## src/rtl/serial_link_pkg.sv

```systemverilog
// Shared definitions for the serial link blocks: deframer FSM states,
// default word width and the ceil-log2 helper used to size counters.
package serial_link_pkg;

  localparam int DEFAULT_N = 8;

  typedef enum logic [1:0] {
    ST_IDLE  = 2'd0,
    ST_SHIFT = 2'd1,
    ST_FLUSH = 2'd2
  } state_t;

  function automatic int clogb2(input int value);
    int r;
    int v;
    r = 0;
    v = value - 1;
    while (v > 0) begin
      r = r + 1;
      v = v >> 1;
    end
    return r;
  endfunction

endpackage

```

## src/rtl/sync_fifo2.sv

```systemverilog
// Two-entry synchronous FIFO; head word is always presented on pop_data.
// Push while full and pop while empty are ignored.
module sync_fifo2 #(
  parameter int W = 8
) (
  input  logic         clk,
  input  logic         rst,
  input  logic         push,
  input  logic [W-1:0] push_data,
  input  logic         pop,
  output logic [W-1:0] pop_data,
  output logic         full,
  output logic         empty
);

  logic [W-1:0] mem [2];
  logic         wr_ptr;
  logic         rd_ptr;
  logic [1:0]   count;
  logic         do_push;
  logic         do_pop;

  assign full     = (count == 2'd2);
  assign empty    = (count == 2'd0);
  assign do_push  = push && !full;
  assign do_pop   = pop && !empty;
  assign pop_data = mem[rd_ptr];

  always_ff @(posedge clk) begin
    if (rst) begin
      mem[0] <= '0;
      mem[1] <= '0;
      wr_ptr <= 1'b0;
      rd_ptr <= 1'b0;
      count  <= 2'd0;
    end else begin
      if (do_push) begin
        mem[wr_ptr] <= push_data;
        wr_ptr      <= ~wr_ptr;
      end
      if (do_pop) begin
        rd_ptr <= ~rd_ptr;
      end
      // Simultaneous push and pop leaves the occupancy unchanged.
      case ({do_push, do_pop})
        2'b10:   count <= count + 2'd1;
        2'b01:   count <= count - 2'd1;
        default: count <= count;
      endcase
    end
  end

endmodule

```

## src/rtl/serial_stream_deframer.sv

```systemverilog
// Collects N-bit serial frames into parallel words buffered in a 2-deep FIFO;
// short and over-length frames are dropped and counted as framing errors.
module serial_stream_deframer
  import serial_link_pkg::*;
#(
  parameter int N         = DEFAULT_N,
  parameter bit MSB_FIRST = 1'b0
) (
  input  logic         clk,
  input  logic         rst,
  input  logic         sin_data,
  input  logic         sin_valid,
  input  logic         sin_last,
  output logic         sin_ready,
  output logic [N-1:0] par_data,
  output logic         par_valid,
  input  logic         par_ready,
  output logic         frame_err,
  output logic [7:0]   err_cnt,
  output state_t       dbg_state
);

  // Handshakes: a transfer happens on a rising edge where valid and ready are
  // both 1; valid never waits for ready, and sin_ready depends only on FIFO
  // occupancy so it never combinationally depends on sin_valid or par_ready.

  localparam int CW = clogb2(N) + 1;
  localparam int IW = clogb2(N);
  localparam logic [CW-1:0] LAST_IDX = CW'(N - 1);

  state_t         state, state_nxt;
  logic [CW-1:0]  cnt, cnt_nxt;
  logic [N-1:0]   shreg, shreg_nxt, shreg_ins;
  logic [IW-1:0]  pos;
  logic           accept;
  logic           push;
  logic           err_evt;
  logic           fifo_full;
  logic           fifo_empty;

  assign sin_ready = !fifo_full;
  assign accept    = sin_valid && sin_ready;
  assign par_valid = !fifo_empty;
  assign dbg_state = state;
  assign pos       = MSB_FIRST ? IW'(LAST_IDX - cnt) : IW'(cnt);

  always_comb begin
    state_nxt      = state;
    cnt_nxt        = cnt;
    shreg_nxt      = shreg;
    shreg_ins      = shreg;
    shreg_ins[pos] = sin_data;
    push           = 1'b0;
    err_evt        = 1'b0;
    if (accept) begin
      case (state)
        ST_IDLE: begin
          // N >= 2, so a frame ending on its first bit is always short.
          if (sin_last) begin
            err_evt = 1'b1;
          end else begin
            shreg_nxt = shreg_ins;
            cnt_nxt   = CW'(1);
            state_nxt = ST_SHIFT;
          end
        end
        ST_SHIFT: begin
          if (cnt == LAST_IDX) begin
            cnt_nxt = '0;
            if (sin_last) begin
              push      = 1'b1;
              state_nxt = ST_IDLE;
            end else begin
              err_evt   = 1'b1;
              state_nxt = ST_FLUSH;
            end
          end else if (sin_last) begin
            err_evt   = 1'b1;
            cnt_nxt   = '0;
            state_nxt = ST_IDLE;
          end else begin
            shreg_nxt = shreg_ins;
            cnt_nxt   = cnt + CW'(1);
          end
        end
        ST_FLUSH: begin
          if (sin_last) state_nxt = ST_IDLE;
        end
        default: begin
          cnt_nxt   = '0;
          state_nxt = ST_IDLE;
        end
      endcase
    end
  end

  always_ff @(posedge clk) begin
    if (rst) begin
      state     <= ST_IDLE;
      cnt       <= '0;
      shreg     <= '0;
      frame_err <= 1'b0;
      err_cnt   <= 8'd0;
    end else begin
      state     <= state_nxt;
      cnt       <= cnt_nxt;
      shreg     <= shreg_nxt;
      frame_err <= err_evt;
      if (err_evt && (err_cnt != 8'hFF)) begin
        err_cnt <= err_cnt + 8'd1;
      end
    end
  end

  // The completed word includes the bit accepted on this edge.
  sync_fifo2 #(.W(N)) u_fifo (
    .clk       (clk),
    .rst       (rst),
    .push      (push),
    .push_data (shreg_ins),
    .pop       (par_ready),
    .pop_data  (par_data),
    .full      (fifo_full),
    .empty     (fifo_empty)
  );

endmodule
```

## config.mk

```make
export PLATFORM = sky130hd
export DESIGN_NAME = serial_stream_deframer
export DESIGN_NICKNAME = d
export VERILOG_FILES = /design/src/rtl/serial_link_pkg.sv /design/src/rtl/sync_fifo2.sv /design/src/rtl/serial_stream_deframer.sv
export SDC_FILE = /design/constraint.sdc
export NUM_CORES = 1
export LEC_CHECK = 0
export BUFFER_PORTS_ARGS = -buffer_cell sky130_fd_sc_hd__buf_2
export CELL_PAD_IN_SITES_DETAIL_PLACEMENT = 0
export CELL_PAD_IN_SITES_GLOBAL_PLACEMENT = 2
export CORE_ASPECT_RATIO = 1.1
export CORE_MARGIN = 3
export CORE_UTILIZATION = 36
export DETAILED_ROUTE_END_ITERATION = 8
export PLACE_DENSITY = 0.87
export SYNTH_ARGS = -nofsm -noshare
export SYNTH_HDL_FRONTEND = slang
export SYNTH_SLANG_ARGS = --single-unit
```

## constraint.sdc

```tcl
create_clock -name clk -period 3.1 [get_ports clk]
set_input_delay 0.465 -clock clk [delete_from_list [all_inputs] [get_ports clk]]
set_output_delay 0.465 -clock clk [all_outputs]
set_load 0.05 [all_outputs]
```

==> impl_results.md, run 1 <==
- Ant diodes: 0
- Slew Limit Fails: 0
- Post-CTS setup buffer count: 0
- Nets: roughly 240
- Synth-to-Final Area Change: 13.8%
- CTS resizes: 0
- Final Hold Viols: 0
- Initial Util: a little under two fifths
- Setup TNS: 0 ns
- 1st-iter DRT viols: 83
- DIE AREA: 6770 sq um
- Yosys cell types: 39
- Setup WS pre-CTS: ~0.26 ns
- Post-synth EDFFs: 16
- Yosys Warn Count: 0
- RSZ-0062 raised after global routing: false
- CP max-delay cell: dfxtp_1
- Detailed Routing Iterations Pass 1: 4
- Post-Synthesis Cells: 214
- Worst-path cell chain: ha_1 > nand3b_1 > inv_1 > ha_1 > nand2_1 > or4_1 > or3b_1 > nand2b_1
- Total CTS buffers: 5
- CORE AREA: roughly 5500 sq um
- DRC viols: 0
- Minimum clock period: ~2.9 ns
- Flops & latches, synth: 44
- Tightest hold margin: between 0.4 and 0.5 ns
- Syn_nets: roughly 220
- Final setup viols: 0
- Asr flop ratio synth: 0%
- Slew margin rel.: 59.6%
- Via count of the first global-routing pass: between 1.5k and 2k
- Num rows: 28
- GRT Util Overall: approximately an eighth
- Clk_lat worst skew: ~0.30 ns
- Vias: approximately 1.6k
- Gpl congestion: 0.785
- Share of cells above drive strength 1: about a fifth
- Worst hold path class: register to register
- Status: finished, final reports clean
- Worst EP required: between 3 and 4 ns
- Sequential Power Share: between 50% and 60%
- CTS Sinks: 44
- Wire per inst: about 14 um
- Worst Tran Pin Value: 0.606 ns
- Final WL: 4.20 mm
- Fmax achieved: 0.350 GHz
- CP startpoint kind: register
- Die Height: between 80 and 90 um
- CP peak stage delay: approximately 0.53 ns
- DP Wirelength: around 2.9 mm
- CP top delay family: simple AND/OR/NAND/NOR gates
- Largest net degree at the start of global routing: 35
- CTS tree: built
- CP Buf/Inv Count: 1
- Synth Flop Type: dfxtp_1
- Power Density: between 400 and 500 nW/um^2
- Grt ovf: 0
- Crit path capture type: register
- Sw Share: 24.4%
- Top cell by count, worst path: ha_1
- VDD IR max: ~270 uV
- # Max-Cap Violations: 0
- CP arrival: 2.82 ns
- Setup ws final: between 0.2 and 0.25 ns
- Initial antenna violation count: 0
- Final period util: between 90 and 100%
- Syn avg cell area: just under 10 sq um
- P_int: 0.886 mW
- Longest Clk Path Bufs: 2
- Net switching power: roughly 0.29 mW
- # H-tree levels: 2
- Power share of the combinational group: 7.9%
- Crit path max fanout: 12
- Register area share after synthesis: between 40 and 50%
- Via-to-Cell Ratio: between 5 and 6
- Clock share of power: between 30% and 40%
- Reg clk slew, reported paths: approximately 0.090 ns
- Syn Std Cell Area: around 2100 sq um
- Setup CP Type: register to register
- CTS Hold Buffers Added: 0
- Leakage: between 0.9 and 1 nW
- Buffers added on ports: 26
- Die X: ~79 um
- Root Buffer: clkbuf_8
- First-pass GRT wire length: ~7.0 mm
- Clock skew: around 0.0079 ns
- Antenna Nets Post-Route: 0
- I/O pin cnt: 27
==> registers in the layout (all words and copies together), names as in the netlist, named ones only <==
name / cells
dbg_state: 2
u_fifo.rd_ptr: 1
shreg: 8
err_cnt: 8
frame_err: 1
u_fifo.mem: 16
u_fifo.wr_ptr: 1
u_fifo.count: 2
cnt: 4
==> power groups by stage <==
stage          clock network [mW]  registers, mW  logic, mW
5_1_grt                     0.486          0.630      0.101
4_1_cts                     0.461          0.628     0.0935
3_3_place_gp                    0          0.641     0.0928
3_5_place_dp                    0          0.641     0.0930
6_report                    0.452          0.628     0.0923
2_1_floorplan                   0          0.645     0.0658
==> metrics by stage <==
step / power [mW] / cells / utilization, % / area, sq um
final: 1.17 / 310 / 43.3 / 2380
after global routing: 1.22 / 310 / 43.3 / 2380
after CTS: 1.18 / 310 / 43.3 / 2380
after detailed placement: 0.734 / 302 / 41.2 / 2270
after global placement: 0.733 / 302 / 41.2 / 2270
after floorplan: 0.711 / 214 / - / 2090
==> routing by layer <==
layer	GRT usage [%]	part of all wire, %	vias to the layer above
li1	-	-	804
met1	15.7	47	737
met2	22.8	48	27
met3	3.47	4.0	4
met4	4.77	1.0	0
met5	0	0	-
==> layout make-up <==
type                    instances  area [sq um]
clock buffers                   5          68.8
clock inverters                 3          46.3
fillers                       562          3120
inverters                       4          15.0
multi-input cells             150           966
flip-flops and latches         44          1040
well taps                      75          93.8
repair buffers                 29           153
==> cells in the mapped netlist, types with 2 or more instances <==
master / instances / area (sq um)
o31ai_1: 4 / 30.0
nand3_1: 7 / 35.0
mux2i_1: 9 / 90.1
xnor2_1: 2 / 17.5
nor2b_1: 3 / 18.8
nand3b_1: 3 / 22.5
dfxtp_1: 28 / 561
a211oi_1: 9 / 67.6
edfxtp_1: 16 / 480
nand2b_1: 3 / 18.8
or3_1: 5 / 31.3
nor2_1: 38 / 143
o21ai_0: 6 / 30.0
clkbuf_1: 9 / 33.8
mux2_2: 10 / 113
xor2_1: 2 / 17.5
ha_1: 4 / 50.1
or3b_1: 2 / 17.5
and4_1: 2 / 17.5
buf_1: 2 / 7.51
inv_1: 4 / 15.0
or4_1: 5 / 37.5
nor3b_1: 2 / 15.0
buf_2: 4 / 20.0
and3_1: 2 / 12.5
nand2_1: 9 / 33.8
a21oi_1: 12 / 60.1
==> tightest hold or removal path, delay by kind of cell (launching register included) <==
| family | cells | cell delay, ns |
|---|---|---|
| DFF | 1 | 0.34 |
| AOI/OAI and AO/OA | 2 | 0.11 |
==> layout by cell type (no fill, tap or decap), drive strengths merged, types with 3 or more instances in the layout <==
| cell type | count |
|---|---|
| a211oi | 9 |
| a21oi | 12 |
| buf | 29 |
| clkbuf | 5 |
| dfxtp | 28 |
| edfxtp | 16 |
| ha | 4 |
| inv | 5 |
| mux2 | 10 |
| mux2i | 9 |
| nand2 | 9 |
| nand2b | 3 |
| nand3 | 7 |
| nand3b | 3 |
| nor2 | 38 |
| nor2b | 3 |
| o21ai | 6 |
| o31ai | 4 |
| or3 | 5 |
| or4 | 5 |
==> final timing paths <==
kind              startpoint  slack (ns)  cells after the start               end
setup / recovery      cnt[0]        0.24                      8  u_fifo.mem[1][5]
hold / removal    err_cnt[6]        0.49                      2        err_cnt[6]
setup reg to reg      cnt[0]        0.24                      8  u_fifo.mem[1][5]
hold reg to reg   err_cnt[6]        0.49                      2        err_cnt[6]
==> cells by family after synthesis <==
kind of cell | synth area share, %
muxes | 9.68
AOI/OAI and AO/OA | 10.1
buffers and inverters | 4.18
xor gates and xnor gates | 1.67
DFF | 49.7
and+or+nand+nor | 22.3
adders and majority gates | 2.39
Note: power is estimated with default switching activity, not from simulation.
==> inputs of run 2 (changes only) <==
Settings changed: CORE_UTILIZATION 36 to 37, PLACE_DENSITY 0.87 to 0.88, SYNTH_HIERARCHICAL from default to 1.
==> run 2 against run 1 <==
- core utilization up 1.7 points
- via count up 1.1%
- largest power group unchanged
- clock-buffer cell count unchanged
- combinational power shrank 0.8%
==> impl_results.md, run 2 <==
- RSZ-0062 raised after global routing: false
- Yosys cell types: between 40 and 50
- Reg clk slew, reported paths: about 0.09 ns
- Final Hold Viols: 0
- 1st-iter DRT viols: 64
- CTS resizes: 0
- Biggest regs: u_fifo/mem: 16 flops, err_cnt: 8 flops, shreg: 8 flops
- Largest register FFs: 16
- Crit path capture type: register
- Area leader, netlist: dfxtp_1
- Final WL: 4.16 mm
- R2R setup slack: 0.54 ns
- CP peak stage delay: 0.54 ns
- Top-count cell post-synth: nor2_1
- Leading cell types in the layout, fill and taps excluded: nor2_1 (39), dfxtp_1 (28), buf_2 (26), mux2_2 (17), edfxtp_1 (16)
- Antenna Nets Post-Route: 0
- Num rows: 28
- Slew margin rel.: 43.9%
- Top cells by area, synth: dfxtp_1 (25%), edfxtp_1 (22%), mux2_2 (8.7%)
- Largest family of logic cells by synthesized area: simple AND/OR/NAND/NOR gates
- Top-area cell type share of the netlist area: approximately 25%
- GRT Util Overall: between 10 and 15%
- Initial Util: between 30% and 40%
- Minimum clock period: 2.56 ns
- # H-tree levels: 2
- Post-Synth Adder-Cell Area: under 10%
- Clock skew: 0.00648 ns
- Setup ws final: approximately 0.54 ns
- Worst-path cell chain: ha_1 > nand3b_1 > inv_1 > ha_1 > inv_1 > nor2_1 > inv_1 > or3_1 > nand2b_1
- Longest Clk Path Bufs: 2
- Via count of the first global-routing pass: roughly 1.6k
- CP startpoint: cnt[0]
- Nets: 252
- Synth-to-Final Area Change: 13.7%
- Most common cell after layout, fill and taps aside: nor2_1
- VDD IR max: about 190 uV
- # Max-Cap Violations: 0
- First-pass GRT wire length: 7.00 mm
- Syn Std Cell Area: 2210 sq um
- Final period util: 82.5%
- Slew Limit Fails: 0
- CP max-delay cell: dfxtp_1
- Gpl congestion: between 0.7 and 0.8
- Buffers added on ports: 26
- CP top delay family: simple AND/OR/NAND/NOR gates
- Wire per inst: 13.1 um
- Via-to-Cell Ratio: 5.00
- CORE AREA: about 5600 sq um
- Post-CTS setup buffer count: 0
- Grt ovf: 0
- Mux cell area share after synthesis: around 14%
- DP Wirelength: between 2 and 3 mm
- Root Buffer: clkbuf_8
- Register area share after synthesis: between 40% and 50%
- Final setup viols: 0
- Share of cells above drive strength 1: between 20% and 30%
- CP Buf/Inv Count: 3
- Power Density: about 460 nW/um^2
- Top cells by count, synth: nor2_1 (39), dfxtp_1 (28), mux2_2 (17)
- Largest net degree at the start of global routing: 25
- Vias: between 1.5k and 2k
- CTS Hold Buffers Added: 0
- Top cell by count, worst path: inv_1
- DIE AREA: approximately 6900 sq um
- Synth Area in Simple Gates: between 20 and 25%
- Worst hold path class: register to register
- Flops & latches, synth: 44
- Setup CP Type: register to register
- Die Height: between 80 and 90 um
- I/O pin cnt: 27
- Syn avg cell area: 10.2 sq um
- Yosys Warn Count: 6
- CP arrival: ~2.5 ns
- Post-synth EDFFs: 16
- Worst Tran Pin Value: roughly 0.84 ns
- Post-Synthesis Cells: 216
- R2R cell count: 9
- Syn_nets: 226
- Status: finished, final reports clean
- Detailed Routing Iterations Pass 1: 4
- Setup crit end: u_fifo/mem[0][0]
- Synth Area in XOR/XNOR: under 10%
- CP startpoint kind: register
- Setup TNS: 0 ns
- CTS tree: built
- Fmax achieved: between 0.3 and 0.4 GHz
- Asr flop ratio synth: 0%
- WP depth: 9
- Synth Flop Type: dfxtp_1
- Ant diodes: 0
- CTS Sinks: 44
- DRC viols: 0
- Crit path max fanout: 12
- Total CTS buffers: 5
- Register bank with the most flops: u_fifo/mem
- FF-to-FF End: u_fifo/mem[0][0]
- Setup WS pre-CTS: around 0.52 ns
- Reg-to-Reg Start: cnt[0]
- Post-synthesis compound-gate area fraction: under 10%
- Leakage: between 0.9 and 1 nW
- Die X: 79.7 um
- Clk_lat worst skew: 0.30 ns
- Worst EP required: just over 3 ns
- Initial antenna violation count: 0
[run 2: layout make-up]
class | instances | area (sq um)
clock inverters | 3 | 46.3
clock buffers | 5 | 68.8
flip-flops and latches | 44 | 1040
well taps | 75 | 93.8
multi-input cells | 155 | 1080
fillers | 540 | 3060
inverters | 7 | 26.3
repair buffers | 29 | 153
[run 2: worst min path at each step]
stage / slack [ns] / cells past startpoint / startpoint / end
finish: 0.50 / 2 / cnt[3] / cnt[3]
global route: 0.53 / 2 / shreg[5] / shreg[5]
CTS: 0.50 / 2 / shreg[6] / shreg[6]
detailed placement: 0.48 / 2 / shreg[3] / shreg[3]
global placement: 0.47 / 2 / shreg[5] / shreg[5]
floorplan: 0.45 / 2 / shreg[3] / shreg[3]
[run 2: logic make-up (layout without fill, tap and decap cells)]
| family | count (synthesis) | in the layout |
|---|---|---|
| compound gates | 26 | 26 |
| buf+inv | 17 | 44 |
| simple gates | 92 | 92 |
| flops | 44 | 44 |
| xor+xnor | 5 | 5 |
| mux | 28 | 28 |
| fa+ha+maj | 4 | 4 |
[run 2: tightest hold or removal path, stage by stage (launching register included)]
cell	delay (ns)
dfxtp_1	0.32
o21ai_0	0.07
a21oi_1	0.06
[run 2: where the power goes]
group | internal [mW] | switching (mW) | total [mW]
Combinational | 0.0306 | 0.0610 | 0.0916
Sequential | 0.610 | 0.0109 | 0.621
Clock | 0.243 | 0.210 | 0.453
[run 2: metrics by stage]
stage / utilization, % / hold slack [ns] / total power, mW / cell area (sq um) / std cells
floorplan: - / 0.454 / 0.704 / 2210 / 216
global placement: 43.0 / 0.467 / 0.727 / 2400 / 310
detailed placement: 43.0 / 0.481 / 0.728 / 2400 / 310
CTS: 45.1 / 0.501 / 1.18 / 2510 / 318
finish: 45.1 / 0.496 / 1.17 / 2510 / 318
global route: 45.1 / 0.528 / 1.21 / 2510 / 318
[run 2: layer usage]
layer  part of all wire [%]  track usage, %  wire length (um)
met1                     44            15.1              1850
met2                     50            22.2              2070
met3                    4.1            3.21               170
met4                    1.6            5.47                66
met5                      0               0                 0
==> inputs of run 3 (changes only) <==
Settings changed: CORE_UTILIZATION 37 to 33, PLACE_DENSITY 0.88 to 0.83.
Clock period 3.1 ns to 2.2 ns, I/O delays scaled along.
==> run 3 against run 2 <==
- clock power increased by 40%
- first-iteration DRC count increased by 48%
- worst setup slack got worse by 0.41 ns
- critical path depth increased by 1
- final area increased by 4.1%
- hold slack got worse by 0.11 ns
- non-clock buffer count increased by 12
- largest power group unchanged
- global-route usage decreased by 0.90 points
- clock-buffer cell count unchanged
- highest routed layer unchanged
==> impl_results.md, run 3 (synthesis results as in run 2) <==
- Sequential cell area: roughly 1000 sq um
- Register bank with the most flops: u_fifo/mem
- Reg clk slew, reported paths: about 0.09 ns
- CTS Sinks: 44
- Initial antenna violation count: 0
- DP Wirelength: approximately 3.3 mm
- Nets: ~260
- Largest net degree at the start of global routing: 21
- Worst hold path class: primary input to register
- Leading cell types in the layout, fill and taps excluded: nor2_1 (38), dfxtp_1 (27), buf_2 (26), mux2_2 (17), edfxtp_1 (16)
- # H-tree levels: 2
- CP top delay family: simple AND/OR/NAND/NOR gates
- Synth-to-Final Area Change: 18.4%
- Initial Util: 34.8%
- Final setup viols: 0
- Setup TNS: 0 ns
- Top cell by count, worst path: ha_1
- GRT Util Overall: 12.0%
- Final Hold Viols: 0
- Clock skew: 0.00615 ns
- CTS Hold Buffers Added: 0
- Total CTS buffers: 5
- Worst Tran Pin Value: between 0.4 and 0.5 ns
- DIE AREA: slightly below 8000 sq um
- Ant diodes: 0
- Most common cell after layout, fill and taps aside: nor2_1
- Largest register FFs: 16
- CP max-delay cell: or3_1
- Final instance area: ~2600 sq um
- Crit path max fanout: 3
- CP arrival: 2.30 ns
- CP startpoint kind: register
- Crit path capture type: register
- Final period util: between 90% and 100%
- Status: finished, final reports clean
- CTS tree: built
- Multi-input logic area: about 1100 sq um
- Final WL: approximately 4.4 mm
- Slew margin rel.: 68.4%
- Biggest regs: u_fifo/mem: 16 flops, err_cnt: 8 flops, shreg: 8 flops
- Longest Clk Path Bufs: 2
- Area after DPL: approximately 2500 sq um
- Worst-path cell chain: ha_1 > nand3b_1 > inv_1 > ha_1 > inv_1 > nor2_2 > nand2_1 > ha_1 > or3_1 > a21oi_1
- Number of fill cells in the layout: 650
- First-pass GRT wire length: between 7 and 8 mm
- # Max-Cap Violations: 0
- Num rows: 30
- Setup WS pre-CTS: ~0.035 ns
- CP Buf/Inv Count: 2
- CP peak stage delay: between 0.3 and 0.4 ns
- RSZ-0062 raised after global routing: false
- Slew Limit Fails: 0
- Root Buffer: clkbuf_8
- Wire per inst: ~13 um
- Post-CTS setup buffer count: 0
- Worst EP required: roughly 2.4 ns
- Setup ws final: about 0.13 ns
- Vias: 1,622
- Grt ovf: 0
- Power Density: ~630 nW/um^2
- Detailed Routing Iterations Pass 1: 4
- Share of cells above drive strength 1: roughly 30%
- Setup CP Type: register to register
- DRC viols: 0
- Die X: 84.0 um
- I/O pin cnt: 27
- CORE AREA: about 6300 sq um
- Fmax achieved: a little under 0.5 GHz
- 1st-iter DRT viols: 95
- Leakage: roughly 1.0 nW
- VDD IR max: around 370 uV
- Antenna Nets Post-Route: 0
- Minimum clock period: approximately 2.1 ns
- Buffers added on ports: 26
- Gpl congestion: approximately 0.82
- Die Height: a little over 90 um
- Clk_lat worst skew: ~0.30 ns
- Via count of the first global-routing pass: approximately 1.6k
- Via-to-Cell Ratio: ~4.8
-- run 3: worst paths after layout --
kind,cells after the start,slack (ns),end,from
setup / recovery,10,0.13,u_fifo/count[1],cnt[1]
hold / removal,2,0.39,shreg[4],rst
hold reg to reg,2,0.50,shreg[6],shreg[6]
setup reg to reg,10,0.13,u_fifo/count[1],cnt[1]
-- run 3: what timing repair did --
action                                  CTS  global route
endpoints found under the setup margin    0             9
gates resized for setup                   0             2
endpoints found under the hold margin     0             0
-- run 3: where the power goes --
part           leakage (nW)  switching (mW)  internal (mW)  total [mW]
sequential            0.385         0.00959          0.860       0.870
clock                0.0548           0.293          0.342       0.635
combinational         0.571          0.0952         0.0496       0.145
-- run 3: layout make-up --
class                           count  area share, %
Sequential cell                    44           39.9
Clock inverter                      3           1.77
Inverter                            7           1.01
Clock buffer                        5           2.63
Timing Repair Buffer               41           9.29
Tap cell                           80           3.83
Multi-Input combinational cell    155           41.6
-- run 3: per-layer routing --
layer	routed length, um	GRT usage, %
met1	1850	13.6
met2	2310	21.1
met3	159	3.23
met4	99	4.83
met5	0	0
-- run 3: metrics by stage --
stage | instances | power, mW | util [%] | hold slack (ns)
after floorplan | 216 | 0.993 | - | 0.403
after global placement | 327 | 1.03 | 39.3 | 0.466
after detailed placement | 327 | 1.04 | 39.3 | 0.480
after CTS | 335 | 1.68 | 41.1 | 0.385
after global routing | 335 | 1.72 | 41.2 | 0.405
final | 335 | 1.65 | 41.2 | 0.387
-- run 3: worst reg2reg max path, cell delays in order (launching register included) --
cell and delay, ns:
dfxtp_1 0.34, ha_1 0.19, nand3b_1 0.14, inv_1 0.10, ha_1 0.13, inv_1 0.04, nor2_2 0.13, nand2_1 0.08
ha_1 0.33, or3_1 0.37, a21oi_1 0.13
